===== src/rtl/mem_arbiter.sv =====
// mem_arbiter: shares one single-port synchronous memory between instruction fetch and data
// load/store, data first, with a starvation counter that guarantees fetch forward progress.
module mem_arbiter #(
    parameter int ADDR     = 16,
    parameter int WORD     = 32,
    parameter int MAX_WAIT = 4
) (
    input  logic            clk,
    input  logic            rst,
    input  logic            i_req,
    input  logic [ADDR-1:0] i_addr,
    input  logic            i_kill,
    output logic            i_gnt,
    output logic            i_rvalid,
    output logic [WORD-1:0] i_rdata,
    input  logic            d_req,
    input  logic            d_we,
    input  logic [ADDR-1:0] d_addr,
    input  logic [WORD-1:0] d_wdata,
    output logic            d_gnt,
    output logic            d_rvalid,
    output logic [WORD-1:0] d_rdata,
    output logic [ADDR-1:0] mem_a,
    output logic            mem_w,
    output logic [WORD-1:0] mem_d,
    input  logic [WORD-1:0] mem_q
);
    localparam int CW = $clog2(MAX_WAIT + 1);

    typedef enum logic [1:0] {OWN_NONE, OWN_IF, OWN_DATA} owner_t;

    owner_t          r_owner;
    owner_t          w_owner_nxt;
    logic [CW-1:0]   r_wait;
    logic [CW-1:0]   w_wait_nxt;
    logic            w_starve;

    assign w_starve = (r_wait == CW'(MAX_WAIT));
    // rst gates the grants so nothing reaches the memory while reset is held
    assign i_gnt    = rst & i_req & (~d_req | w_starve);
    assign d_gnt    = rst & d_req & ~(i_req & w_starve);
    assign mem_a    = d_gnt ? d_addr : i_addr;
    assign mem_w    = d_gnt & d_we;
    assign mem_d    = d_wdata;
    assign i_rdata  = mem_q;
    assign d_rdata  = mem_q;

    always_comb begin
        w_wait_nxt = (i_req & ~i_gnt) ? (w_starve ? r_wait : r_wait + CW'(1)) : '0;
    end

    always_ff @(posedge clk or negedge rst) begin
        if (!rst) begin
            r_owner <= OWN_NONE;
            r_wait  <= '0;
        end else begin
            r_owner <= w_owner_nxt;
            r_wait  <= w_wait_nxt;
        end
    end

    always_comb begin
        w_owner_nxt = (i_gnt & ~i_kill) ? OWN_IF : (d_gnt & ~d_we) ? OWN_DATA : OWN_NONE;
    end

    always_comb begin
        i_rvalid = (r_owner == OWN_IF) & ~i_kill;
        d_rvalid = (r_owner == OWN_DATA);
    end
endmodule

===== config.mk =====
export PLATFORM = sky130hd
export DESIGN_NAME = mem_arbiter
export DESIGN_NICKNAME = d
export VERILOG_FILES = /design/src/rtl/mem_arbiter.sv
export SDC_FILE = /design/constraint.sdc
export NUM_CORES = 1
export LEC_CHECK = 0
export CORE_ASPECT_RATIO = 2
export CORE_MARGIN = 5
export CORE_UTILIZATION = 21
export CTS_CLUSTER_DIAMETER = 120
export DETAILED_ROUTE_END_ITERATION = 6
export PLACE_DENSITY = 0.8
export SYNTH_ARGS = -nofsm -noshare
export SYNTH_HDL_FRONTEND = slang
export SYNTH_SLANG_ARGS = --single-unit

===== constraint.sdc =====
create_clock -name clk -period 2.2 [get_ports clk]
set_clock_uncertainty 0.15 [all_clocks]
set_input_delay 0.33 -clock clk [delete_from_list [all_inputs] [get_ports clk]]
set_output_delay 0.33 -clock clk [all_outputs]
set_load 0.02 [all_outputs]

==> impl_summary.md, run 1 <==
GRT
For this run the aggregate overflow at the end of global routing stands at 0. Entering global routing, the biggest net connects 13 pins. The number of antenna violations at the first check in global routing is 0. Global routing used under 10% of the available tracks. The first global-routing pass estimated 4930 um of wire. The via count of the first global-routing pass came to 943.

Routing
The total via count in the routed design is 801. The remaining number of nets flagged by the antenna check after routing is 0. The final routed wire length divided by cell count is 18.9 um. The total routed wirelength is 3580 um. The via-per-instance ratio is roughly 4.2. The first TritonRoute pass finished after 4 iterations. For this run, design rule violations remaining after detail routing come to 0. The first routing iteration left 46 violations.

Synth
The synthesized net count is 248. The flop and latch count out of synthesis is 5. In this run the mean area of a mapped cell was 8.70 sq um. The cell count after synthesis is approximately 140. Ranked by total cell area, the synthesized netlist is headed by buf_4 58%, dfrtp_1 10%, mux2_4 8.4%, mux2_2 8.1%, ha_1 2.0%.

In this run, distinct cell masters in the synthesized netlist total 23. The synthesized netlist occupies a cell area of 1250 sq um. For this run, the register share of the synthesized area comes to 9.99%. Yosys printed 0 warnings.

Summed over all instances, the cell type with the most area after synthesis is buf_4. The share of synthesized area in the top cell type comes to 57.5%.

Placed design
Prior to clock tree synthesis, the placed netlist has a worst setup slack of -0.458 ns. Detailed placement finished with a half-perimeter wire length of between 2000 and 3000 um. The count of buffers added on input and output ports is 58. The final weighted congestion of routability-driven global placement is around 0.75.

Setup path
In this run the critical register-to-register path is launched from r_wait[1]. Counting both buffers and inverters, the worst setup path holds a total of 4. The first element of the critical path is r_wait[1].

The kind of cell adding the most delay to the critical path is buffers and inverters. The setup path with the least slack is of type register to primary output. The critical path goes through inv_2, ha_4, nand2_4, o211a_4, buf_12, buf_16, mux2_4, buf_6. Of all nets on the critical path, the largest fanout is 7. The largest individual stage delay along the critical path comes from the cell dfrtp_1. For the worst setup path, the data arrival time is 1.86 ns. STA classifies the critical path endpoint as a primary output. Setup slack on the worst reg-to-reg path comes out at 0.40 ns. Counting cells, the worst reg-to-reg path comes to 7. The delay of the slowest critical-path stage is roughly 0.38 ns. The critical path depth in cells is 8. The critical path required time is 1.72 ns. The type of origin of the critical path is a register.

Clock tree
After clock tree synthesis, the clock-pin slew on the worst setup and hold paths is 0.03 ns. CTS built an H-tree with a depth of 1. Counting along the longest clock path gives a buffer depth of 2. The CTS buffer count is 3.

The CTS tree is done. The clock sink count is 5. The clock tree root buffer cell is clkbuf_16. The clock reaches the later pin of the worst-skew pair after ~0.23 ns.

Floorplan
The horizontal extent of the die is around 65 um. After floorplanning, the core was sized to cover 5760 sq um. The overall die area is 7700 sq um. The count of pins on the block boundary is 219. For this configuration, the core starts out at a cell density of roughly 22%. The floorplan has 39 rows. The die height is about 120 um.

Finish
Summing all multi-input logic gate instances after layout gives 393 sq um. The library cell used most frequently in the layout, excluding fill and tap cells, is clkdlybuf4s50_1. Leaving out fill and tap cells, the most frequent cells in the layout are 38 x clkdlybuf4s50_1, 21 x buf_6, 12 x buf_4. The layout cell share with drive strength beyond 1 is 50.8%.

Relative to the synthesized area, the layout overhead comes to 19.6%. The share of the core filled with cells in the final layout is about a quarter. The number of inserted filler cells in the final layout is 602. The final antenna diode count is 0. At the end of the flow, the number of nets in the layout was 233. The sequential cells in the finished layout cover a total of about 130 sq um.

Run
The number of maximum-capacitance constraint violations is 0.

Pwr
The maximum vdd drop is 0.219 mV. For this design the ratio of total power to cell area is 467 nW/um^2. The leakage dissipation is about 0.00066 uW.

STA
The final hold slack is 0.331 ns. The worst path in the final design needs a cycle of about 2.3 ns, including I/O delays and setup. The number of max-slew violations in the final report is 0.

Of the available clock period, the critical path in the final layout requires 106%. The setup violation total in the final timing report is 12. The slew at the pin with the worst max-slew slack is between 0.2 and 0.25 ns.

The worst slew margin relative to its limit is about 86%. The worst path setup slack after routing is -0.141 ns. Based on the critical path, the design can be clocked at up to 427 MHz.

Setup repair after global routing could not meet its margin everywhere. The hold violation total from the final report came to 0.

Outcome
The flow ran to the end, but the final reports show violations. The final reports fail on negative setup slack.

Worst hold path
The worst min-delay path class is primary input to asynchronous set/reset pin.
cell type report:
| class | instances | share of cell area [%] |
|---|---|---|
| Tap cell | 61 | 5.10 |
| Clock buffer | 4 | 5.26 |
| Timing Repair Buffer | 78 | 54.3 |
| Inverter | 3 | 0.752 |
| Sequential cell | 5 | 8.35 |
| Multi-Input combinational cell | 38 | 26.2 |
what timing repair did:
action	CTS	global route
endpoints found under the setup margin	19	19
gates resized for setup	106	18
hold buffers	0	0
gates cloned	1	0
pin swaps	0	2
hold endpoints to repair	0	0
setup buffers	4	6
cell families after synthesis:
family                   after synthesis  share of synthesized area, %
AO/OA/AOI/OAI                          5                          2.70
adder cells (fa/ha/maj)                2                          2.00
buffers and inverters                101                          60.9
flip-flops                             5                          9.99
multiplexers                          16                          16.5
AND/OR/NAND/NOR                       15                          7.89
flip-flops by register name, summed over array words and instances (netlist names):
name / cells
r_wait: 3
r_owner: 2
worst paths after layout:
kind / endpoint
max in group asynchronous: r_owner[1]
max reg2reg: r_wait[1]
min in group clk: r_wait[1]
min: r_wait[0]
max: mem_a[12]
min reg2reg: r_wait[2]
through the flow:
step | total power [uW] | area [sq um] | instances | setup TNS, ns
floorplan | 459 | 1250 | 144 | 0
global placement | 342 | 1240 | 174 | -7.48
detailed placement | 346 | 1240 | 174 | -7.46
CTS | 668 | 1400 | 183 | -1.48
global route | 734 | 1500 | 189 | -2.37
finish | 700 | 1500 | 189 | -1.49
cells in the mapped netlist (all sizes together):
master / n
buf: 98
mux2: 16
dfrtp: 5
inv: 3
a21oi: 2
ha: 2
nand2: 2
nand3: 2
nand3b: 2
nor2b: 2
or3: 2
a31oi: 1
and2: 1
and3: 1
and4b: 1
nand2b: 1
nor3b: 1
o211a: 1
o211ai: 1
where the power goes:
part	switching (uW)	total, uW	internal, uW
Clock	58.7	299	240
Combinational	108	299	192
Sequential	3.63	102	98.0
layer usage:
layer | track usage (%) | up-vias | share of wire [%]
met4 | 18.4 | 0 | 19
met2 | 14.0 | 77 | 46
met3 | 2.73 | 73 | 15
li1 | - | 333 | -
met1 | 5.11 | 318 | 20
met5 | 0 | - | 0
(Power assumes the default switching activity.)
==> run 2, diff against run 1 <==
ABC_CLOCK_PERIOD_IN_PS = 2440   (was default)
CORE_AREA = 5 5 81 83   (was default)
CORE_ASPECT_RATIO = default   (was 2)
CORE_MARGIN = default   (was 5)
CORE_UTILIZATION = default   (was 21)
DIE_AREA = 0 0 86 88   (was default)
DONT_BUFFER_PORTS = 1   (was default)
PLACE_DENSITY = 0.34   (was 0.8)
clock period = 2.44 ns   (was 2.2 ns; I/O delays follow)
==> run 2 against run 1 <==
Effect of this change:
- the run now ends clean
- count of clock-buffer cells in the layout stayed put
- sequential share of layout area is 10 points higher
- design area is 56% lower
- worst setup slack better by 0.27 ns
- register-to-register slack better by 0.47 ns
- cell count is 32% lower
- critical path depth is 2 lower
- die area is 1.7% lower
- via count is 37% lower
- clock power is 49% lower
- largest cell class is now multi-input combinational cells
==> impl_summary.md, run 2 (synthesis results as in run 1) <==
Outcome
Result of the run: finished clean (was finished, violations left).

Finish
The area taken by multi-input logic gates is 364 sq um (was 393 sq um). The final antenna diode count is 0 (unchanged). The number of flip-flops in the largest register was 3 (unchanged).

The share of the core filled with cells in the final layout was 11.5% (was 26.0%). Highest-count cells in the layout ignoring fill and taps: 9 x mux2_2, 7 x mux2_4, 5 x dfrtp_1 (was 38 x clkdlybuf4s50_1, 21 x buf_6, 12 x buf_4). Largest registers ranked by flip-flop count: r_wait (3), r_owner (2) (unchanged).

The most common cell after layout, fill and taps aside is mux2_2 (was clkdlybuf4s50_1). The layout overhead on the synthesized area is -47.0% (was 19.6%). The number of inserted filler cells in the final layout is 652 (was 602). The layout cell share with drive strength beyond 1 is 45.3% (was 50.8%).

The net count reported at finish was 158 (was 233). The area of all sequential standard cells is 125 sq um (unchanged). The most flop-heavy register is r_wait (unchanged).

STA
The number of max-slew violations in the final report is 0 (unchanged). The setup violation total in the final timing report is 0 (was 12). The worst slew margin relative to its limit was 53.3% (was 85.9%).

The worst path in the final design needs a cycle of 2.31 ns, including I/O delays and setup. The aggregate negative setup slack is 0 ns (was -1.49 ns). Unrepaired setup endpoints after global routing: false (was true). The worst path setup slack after routing is 0.132 ns (was -0.141 ns).

The slew at the pin with the worst max-slew slack is 0.699 ns (was 0.211 ns). The final hold slack came to 0.0560 ns (was 0.331 ns). The fmax is 433 MHz. The fraction of the cycle the final worst path needs is 94.6%.

The hold violation total from the final report was 0 (unchanged).

GRT
The wire length of the first global-routing pass is 3440 um (was 4930 um). The number of antenna violations at the first check in global routing is 0 (unchanged). The maximum number of pins on one net before global-route repair came to 20 (was 13). The total congestion overflow is 0 (unchanged).

The via count of the first global-routing pass is 578 (was 943). The total global routing track utilization is 6.25% (was 9.01%).

Pwr
The part of the total power dissipated in the clock network is 44.4% (was 42.7%). The net switching component of the power was 103 uW (was 170 uW). The leakage dissipation came to 0.000270 uW (was 0.000661 uW). The net switching fraction of the power was 29.9% (was 24.3%). The power density normalized to cell area came to 518 nW/um^2 (was 467 nW/um^2).

The maximum vdd drop is 0.0799 mV (was 0.219 mV). The combinational power share is 29.1% (was 42.8%). The cell-internal power is 241 uW (was 530 uW).

The fraction of power consumed by sequential logic is 26.5% (was 14.5%).

Placed design
The detailed placer's ending HPWL is 2180 um (was 2840 um). The count of port buffers added during placement is 0 (was 58). The final weighted congestion of routability-driven global placement is 0.573 (was 0.748). The worst slack at placement was 0.356 ns (was -0.458 ns).

Worst hold path
The worst min-delay path class is primary input to register (was primary input to asynchronous set/reset pin).

Clock tree
The clock latency on the worst-skew pair is 0.22 ns (was 0.23 ns). The clock-pin slew reported for the worst setup and hold paths after clock tree synthesis is 0.03 ns (about the same). The depth of the CTS H-tree was 1 (unchanged). The post-CTS repair timing setup buffer count was 0 (was 4).

The CTS buffer count is 3 (unchanged). The CTS tree was done (unchanged). The clock sink count is 5 (unchanged).

The clock tree root buffer cell is clkbuf_8 (was clkbuf_16). The worst-case clock buffer depth is 2 (unchanged).

Setup path
The startpoint-to-endpoint class of the critical path was register to primary output (unchanged). The type of origin of the critical path is a register (unchanged). The arrival time of the worst setup path is 1.79 ns (was 1.86 ns). The critical path required time is 1.92 ns (was 1.72 ns). The sort of element at the end of the critical path is a primary output (unchanged). The maximum fanout along the worst path is 19 (was 7).

Routing
The via-per-instance ratio was 3.95 (was 4.24). The remaining routing DRC violations is 0 (unchanged). The violation count after the first detailed-routing iteration was 8 (was 46).

The final routed wire length divided by cell count is 20.1 um (was 18.9 um). The total via count in the routed design was 506 (was 801). The number of iterations in the first detailed-routing pass is 4 (unchanged). The remaining number of nets flagged by the antenna check after routing is 0 (unchanged). The total routed wirelength is 2580 um (was 3580 um).

Floorplan
The core region area is 5780 sq um (was 5760 sq um). The die height came to 88 um (was 119 um). The number of rows in the core area was 28 (was 39). The overall die area is 7570 sq um (was 7700 sq um). The horizontal extent of the die is 86 um (was 64.6 um). The count of pins on the block boundary is 219 (unchanged). The initial cell density of the core is 21.7% (was 21.8%).

Run
The number of maximum-capacitance constraint violations is 0 (unchanged).
==> run 2: worst max-delay path, stage by stage (launching register included) <==
cell and delay, ns:
dfrtp_1 0.33, inv_1 0.07, ha_1 0.21, nand2_2 0.11, o211a_1 0.14, buf_4 0.26, mux2_2 0.43
==> run 2: layout make-up <==
type | instances | area share [%]
multi-input cells | 38 | 54.8
clock buffers | 4 | 6.78
repair buffers | 3 | 3.77
inverters | 3 | 1.69
flip-flops and latches | 5 | 18.8
well taps | 75 | 14.1
==> run 2: path summary, 6_finish.rpt <==
path                       slack, ns    endpoint      start  depth (start not counted)
setup / recovery                0.13    mem_a[7]  r_wait[0]                          6
hold / removal                  0.06  r_owner[1]       d_we                          1
setup reg to reg                0.87   r_wait[1]  r_wait[0]                          5
hold reg to reg                 0.42   r_wait[0]  r_wait[0]                          3
max in group asynchronous       1.63  r_owner[0]        rst                          1
min in group asynchronous       0.30   r_wait[0]        rst                          1
==> run 2: power groups by stage <==
stage	sequential (uW)	clock, uW	combinational (uW)
global route	91.7	166	106
global placement	92.3	0	98.2
CTS	91.4	158	101
detailed placement	92.4	0	98.4
finish	91.3	153	100
floorplan	91.4	0	323
==> run 2: layer usage <==
layer	share of wire [%]	routed length, um	vias to the layer above	global-route usage (%)
met3	18	467	41	4.33
met4	11	287	0	10.4
met1	19	495	209	3.12
li1	-	-	184	-
met2	51	1320	72	10.3
met5	0	0	-	0
==> run 2: per-stage QoR <==
| step | instance area [sq um] | power, uW | cells |
|---|---|---|---|
| 6_report | 664 | 344 | 128 |
| 3_5_place_dp | 609 | 191 | 123 |
| 4_1_cts | 664 | 351 | 128 |
| 5_1_grt | 664 | 364 | 128 |
| 3_3_place_gp | 609 | 190 | 123 |
| 2_1_floorplan | 1250 | 414 | 144 |
==> run 2: what timing repair did <==
item / in CTS / in global routing
resized for setup: 0 / 0
hold buffers: 1 / 0
endpoints found under the hold margin: 5 / 0
